## config.mk

```make
export PLATFORM = sky130hd
export DESIGN_NAME = cache_line_xfer
export DESIGN_NICKNAME = d
export VERILOG_FILES = /design/src/rtl/cache_line_xfer.sv
export SDC_FILE = /design/constraint.sdc
export NUM_CORES = 1
export LEC_CHECK = 0
export BUFFER_PORTS_ARGS = -buffer_cell sky130_fd_sc_hd__buf_4
export CAP_MARGIN = 40
export CORE_MARGIN = 2
export CORE_UTILIZATION = 52
export CTS_CLUSTER_DIAMETER = 150
export DETAILED_ROUTE_END_ITERATION = 16
export MAX_ROUTING_LAYER = met4
export PLACE_DENSITY = 0.81
export SKIP_LAST_GASP = 1
export SYNTH_ARGS = -nofsm -noshare
export SYNTH_HDL_FRONTEND = slang
export SYNTH_SLANG_ARGS = --single-unit
```

## constraint.sdc

```tcl
create_clock -name clk -period 2.3 [get_ports clk]
set_input_delay 0.345 -clock clk [delete_from_list [all_inputs] [get_ports clk]]
set_output_delay 0.345 -clock clk [all_outputs]
set_load 0.02 [all_outputs]
```

## src/rtl/cache_line_xfer.sv

```systemverilog
// rtl/cache_line_xfer.sv - serialises line refill/evict commands into per-word memory requests
// Optional CACHE_LINE_XFER_ERR_CHECK_EN adds the sticky xfer_err output.
module cache_line_xfer #(
  parameter int ADDR_W = 32,
  parameter int DATA_W = 32,
  parameter int WORDS  = 4
) (
  input  logic                    clk,
  input  logic                    reset,
  input  logic                    cmd_val,
  output logic                    cmd_rdy,
  input  logic                    cmd_type,
  input  logic [ADDR_W-1:0]       cmd_addr,
  input  logic [WORDS*DATA_W-1:0] wb_data,
  output logic                    memreq_val,
  input  logic                    memreq_rdy,
  output logic                    memreq_type,
  output logic [ADDR_W-1:0]       memreq_addr,
  output logic [DATA_W-1:0]       memreq_data,
  input  logic                    memresp_val,
  output logic                    memresp_rdy,
  input  logic [DATA_W-1:0]       memresp_data,
  output logic                    done_val,
  input  logic                    done_rdy,
  output logic                    done_type,
  output logic [WORDS*DATA_W-1:0] refill_data,
  output logic                    busy
`ifdef CACHE_LINE_XFER_ERR_CHECK_EN
  ,
  output logic                    xfer_err
`endif
);

  localparam int IW      = $clog2(WORDS);
  localparam int CW      = IW + 1;
  localparam int BYTE_SH = $clog2(DATA_W / 8);
  localparam int LINE_SH = IW + BYTE_SH;

  typedef enum logic [1:0] {IDLE, XFER, DONE} state_t;

  state_t                        state, state_nxt;
  logic                          type_q;
  logic [ADDR_W-1:0]             base_q;
  logic [WORDS-1:0][DATA_W-1:0]  wb_q;
  logic [WORDS-1:0][DATA_W-1:0]  refill_q;
  logic [CW-1:0]                 req_cnt, resp_cnt;

  logic in_xfer, req_pending, cmd_fire, req_fire, resp_fire, resp_ok;

  // Handshake qualifiers derive from state directly to keep outputs free of input paths.
  assign in_xfer     = (state == XFER);
  assign req_pending = in_xfer && (req_cnt < CW'(WORDS));
  assign cmd_fire    = (state == IDLE) && cmd_val;
  assign req_fire    = req_pending && memreq_rdy;
  assign resp_fire   = in_xfer && memresp_val;
  assign resp_ok     = resp_fire && (resp_cnt != req_cnt);

  assign busy        = (state != IDLE);
  assign done_type   = type_q;
  assign refill_data = refill_q;

  always_ff @(posedge clk or negedge reset) begin
    if (!reset) state <= IDLE;
    else        state <= state_nxt;
  end

  always_comb begin
    state_nxt   = state;
    cmd_rdy     = 1'b0;
    memreq_val  = 1'b0;
    memreq_type = 1'b0;
    memreq_addr = '0;
    memreq_data = '0;
    memresp_rdy = 1'b0;
    done_val    = 1'b0;
    case (state)
      IDLE: begin
        cmd_rdy = 1'b1;
        if (cmd_val) state_nxt = XFER;
      end
      XFER: begin
        memresp_rdy = 1'b1;
        if (req_pending) begin
          memreq_val  = 1'b1;
          memreq_type = type_q;
          memreq_addr = base_q + (ADDR_W'(req_cnt[IW-1:0]) << BYTE_SH);
          memreq_data = type_q ? wb_q[req_cnt[IW-1:0]] : '0;
        end
        if (resp_ok && (resp_cnt == CW'(WORDS - 1))) state_nxt = DONE;
      end
      DONE: begin
        done_val = 1'b1;
        if (done_rdy) state_nxt = IDLE;
      end
      default: state_nxt = IDLE;
    endcase
  end

  always_ff @(posedge clk or negedge reset) begin
    if (!reset) begin
      type_q   <= 1'b0;
      base_q   <= '0;
      wb_q     <= '0;
      refill_q <= '0;
      req_cnt  <= '0;
      resp_cnt <= '0;
    end else begin
      if (cmd_fire) begin
        type_q   <= cmd_type;
        base_q   <= {cmd_addr[ADDR_W-1:LINE_SH], {LINE_SH{1'b0}}};
        wb_q     <= wb_data;
        req_cnt  <= '0;
        resp_cnt <= '0;
      end
      if (req_fire) req_cnt <= req_cnt + 1'b1;
      if (resp_ok) begin
        resp_cnt <= resp_cnt + 1'b1;
        if (!type_q) refill_q[resp_cnt[IW-1:0]] <= memresp_data;
      end
    end
  end

`ifdef CACHE_LINE_XFER_ERR_CHECK_EN
  always_ff @(posedge clk or negedge reset) begin
    if (!reset)                                           xfer_err <= 1'b0;
    else if ((resp_fire && !resp_ok) || (in_xfer && cmd_val)) xfer_err <= 1'b1;
  end
`endif

endmodule
```

==> run summary <==
Root buf cell - clkbuf_16
Largest net degree at the start of global routing - 85
Cell area power density - 1582 nW/um^2
Avg WL per Cell - 21.69 um
Int Pwr - 18.53 mW
Yosys warns - 0
Hold path depth - 2
Post-DP HPWL - 22960 um
Drt drc - 0
DP Area - 16370 sq um
Buffers on Ports - 391
GPL Wtd Cong - 0.7983
Filler cell count - 1519
Setup CP Type - register to output port
CP Capture Type - output port
Worst-Margin Slew - 0.5455 ns
Status - complete, but fails checks
Clk_lat worst skew - 0.56 ns
EDFF count, synth - 0
Cts bufs inserted - 30
Fin. max-slew vios - 0
Synth Area in Adders - 0.5797%
CTS tree - yes
Logic pwr share - 50.4%
Syn avg cell area - 16.82 sq um
Final total power - 28.40 mW
Hold Path Sink - wb_q[81]
Largest family of logic cells by synthesized area - multiplexers
Post-route setup slack - -0.1372 ns
Worst min-delay path class - input port to register
Max Clock Freq - 410.3 MHz
DR iter-0 viols - 504
Hold Crit Start - wb_data[81]
Clk_skew - 0.02487 ns
Clk slew on worst S/H paths - 0.06 ns
DR pass1 iterations - 4
Die width - 161.8 um
Vias after detailed routing - 8235
Final cycle utilization of the critical path - 106.0%
Minimum clock period - 2.437 ns
CTS max path bufs - 3
Vias/cell - 5.316
Seq/Total Area, Yosys - 56.62%
First-pass GRT wire length - 51750 um
Unrepaired setup endpoints after global routing - yes
Max_cap viols - 0
Worst R2R Setup Slack - 0.11 ns
Net Sw Frac - 34.76%
Row Count - 57
Cell Area, Synth - 12950 sq um
Simple-gate share of the synthesized area - 3.778%
Initial antenna violation count - 1
Starting Density - 53.09%
Gr ovfl total - 0
Final ANT Viol Nets - 0
Worst Setup Start Kind - register
Unique cell type count in the Yosys netlist - 33
Failing checks - negative setup slack
Synth Area in Compound Gates - 1.440%
Final setup fails - 32
# clock sinks - 293
R2R Path Start - req_cnt[0]
Slew headroom - 63.64%
Synthesized instance count - 770
Peak VDD IR - 0.001050 V
P&R area growth vs syn - 38.67%
IO Pins - 398
Power share of the clock group - 17.2%
Seq pwr share - 32.4%
Dominant cells by area after synthesis - dfrtp_1 (57%), mux2_2 (14%), mux2_4 (14%)
WP data required - 1.96 ns
Worst reg2reg endpoint - refill_data[96]
Worst path arrival time - 2.09 ns
Post-synthesis mux area share - 33.98%
Synth top area share - 56.62%
Synth area leader - dfrtp_1
Final hold viol count - 0
Vias in the first global route - 9054
FF+latch count, synth - 293
Lkg Pwr - 8.844 nW
Final WL - 33600 um
Xor/xnor share of the synthesized area - 0.6377%
Switch Pwr - 9.873 mW
Reg2reg path depth - 6
Main synth FF type - dfrtp_1
Async set-or-reset flop fraction in the synthesized netlist - 100.0%
Die H - 161.8 um
Die area - 26180 sq um
Fraction of layout cells with a size suffix above 1 - 69.85%
Nets - 1406
Core Box Area - 24390 sq um
Final instance area - 17960 sq um
Peak fanout along the critical path - 7
Overall Global Routing Usage - 26.32%
H-Tree Depth - 1
==> routing by layer <==
layer | up-vias | GRT usage (%) | part of all wire, %
li1 | 3606 | - | -
met3 | 66 | 8.146 | 8.7
met5 | - | - | 0
met4 | 0 | 8.085 | 3.4
met1 | 4258 | 30.44 | 38
met2 | 305 | 44.26 | 50
==> stage by stage <==
stage          setup TNS (ns)  hold slack, ns  utilization, %  setup WS, ns  instances
3_5_place_dp                0          0.2876           67.12        0.2991       1467
3_3_place_gp                0          0.2890           67.12        0.2976       1467
4_1_cts                -3.727       0.0002933           72.90       -0.1416       1549
5_1_grt                -5.665       0.0004322           73.62       -0.1980       1549
2_1_floorplan               0         0.04941               -        0.1865        771
6_report               -2.585        0.008064           73.62       -0.1372       1549
==> power groups by stage <==
stage / registers (mW) / logic [mW] / clock network, mW
2_1_floorplan: 10.1 / 7.12 / 0
3_3_place_gp: 9.07 / 12.7 / 0
6_report: 9.20 / 14.3 / 4.89
4_1_cts: 9.16 / 13.9 / 4.95
3_5_place_dp: 9.21 / 12.9 / 0
5_1_grt: 9.48 / 15.1 / 5.17
==> cell usage after synthesis, types with 6 or more instances <==
master / instances
dfrtp_1: 293
mux2_2: 165
mux2_4: 120
nor2b_1: 35
mux4_2: 32
and2_1: 31
buf_6: 20
buf_1: 10
clkbuf_1: 9
inv_1: 9
ha_1: 6
==> layout make-up <==
cell class | instances | area [sq um] | share of cell area (%)
well taps | 324 | 405.4 | 2.258
clock inverters | 14 | 105.1 | 0.5853
clock buffers | 41 | 893.4 | 4.975
flip-flops and latches | 293 | 7335 | 40.84
diodes | 1 | 2.502 | 0.01394
multi-input cells | 422 | 5384 | 29.98
repair buffers | 445 | 3799 | 21.15
inverters | 9 | 33.78 | 0.1881
==> cell usage in the layout, fill, tap and decap left out, drive strengths merged, types with 5 or more instances in the layout <==
cell         Yosys  layout
mux4            32      32
buf             38     435
ha               6       6
inv              9      11
dlygate4sd3      0      10
dfrtp          293     293
and2            31      31
o311ai           5       5
nor2b           35      35
clkinv           0      10
mux2           285     285
clkbuf           9      41
==> sequential cells by signal (all words and copies together), names as in the netlist <==
name and cells:
req_cnt 3, resp_cnt 3, refill_data 128, wb_q 128, base_q 28, done_type 1, state 2
==> worst max-delay path by stage <==
| stage | startpoint | cells after the start | endpoint |
|---|---|---|---|
| CTS | req_cnt[0] | 5 | memreq_data[25] |
| detailed placement | req_cnt[0] | 4 | memreq_data[14] |
| floorplan | state[0] | 5 | memreq_addr[12] |
| global placement | req_cnt[0] | 4 | memreq_data[14] |
| finish | req_cnt[0] | 5 | memreq_data[26] |
| global route | req_cnt[0] | 5 | memreq_data[6] |
==> cell families (layout without fill, tap and decap cells) <==
kind of cell	Yosys count	after routing
buffers and inverters	56	509
DFF	293	293
adders and majority gates	6	6
and+or+nand+nor	78	78
muxes	319	319
AOI/OAI and AO/OA	14	14
other	1	3
xor gates and xnor gates	3	3
==> what timing repair did <==
action                                  CTS  global route
resized for setup                        33            66
gates cloned                              6             0
setup buffers                            13             1
pin swaps                                 2            21
hold buffers                              9             1
endpoints found under the hold margin    52             1
endpoints found under the setup margin   63            61
==> critical path: stages (launching register included) <==
cell and delay, ns:
dfrtp_2 0.42, buf_6 0.15, buf_16 0.15, mux4_2 0.50
nor2b_1 0.14, buf_4 0.16
Note: power is estimated with default switching activity, not from simulation.
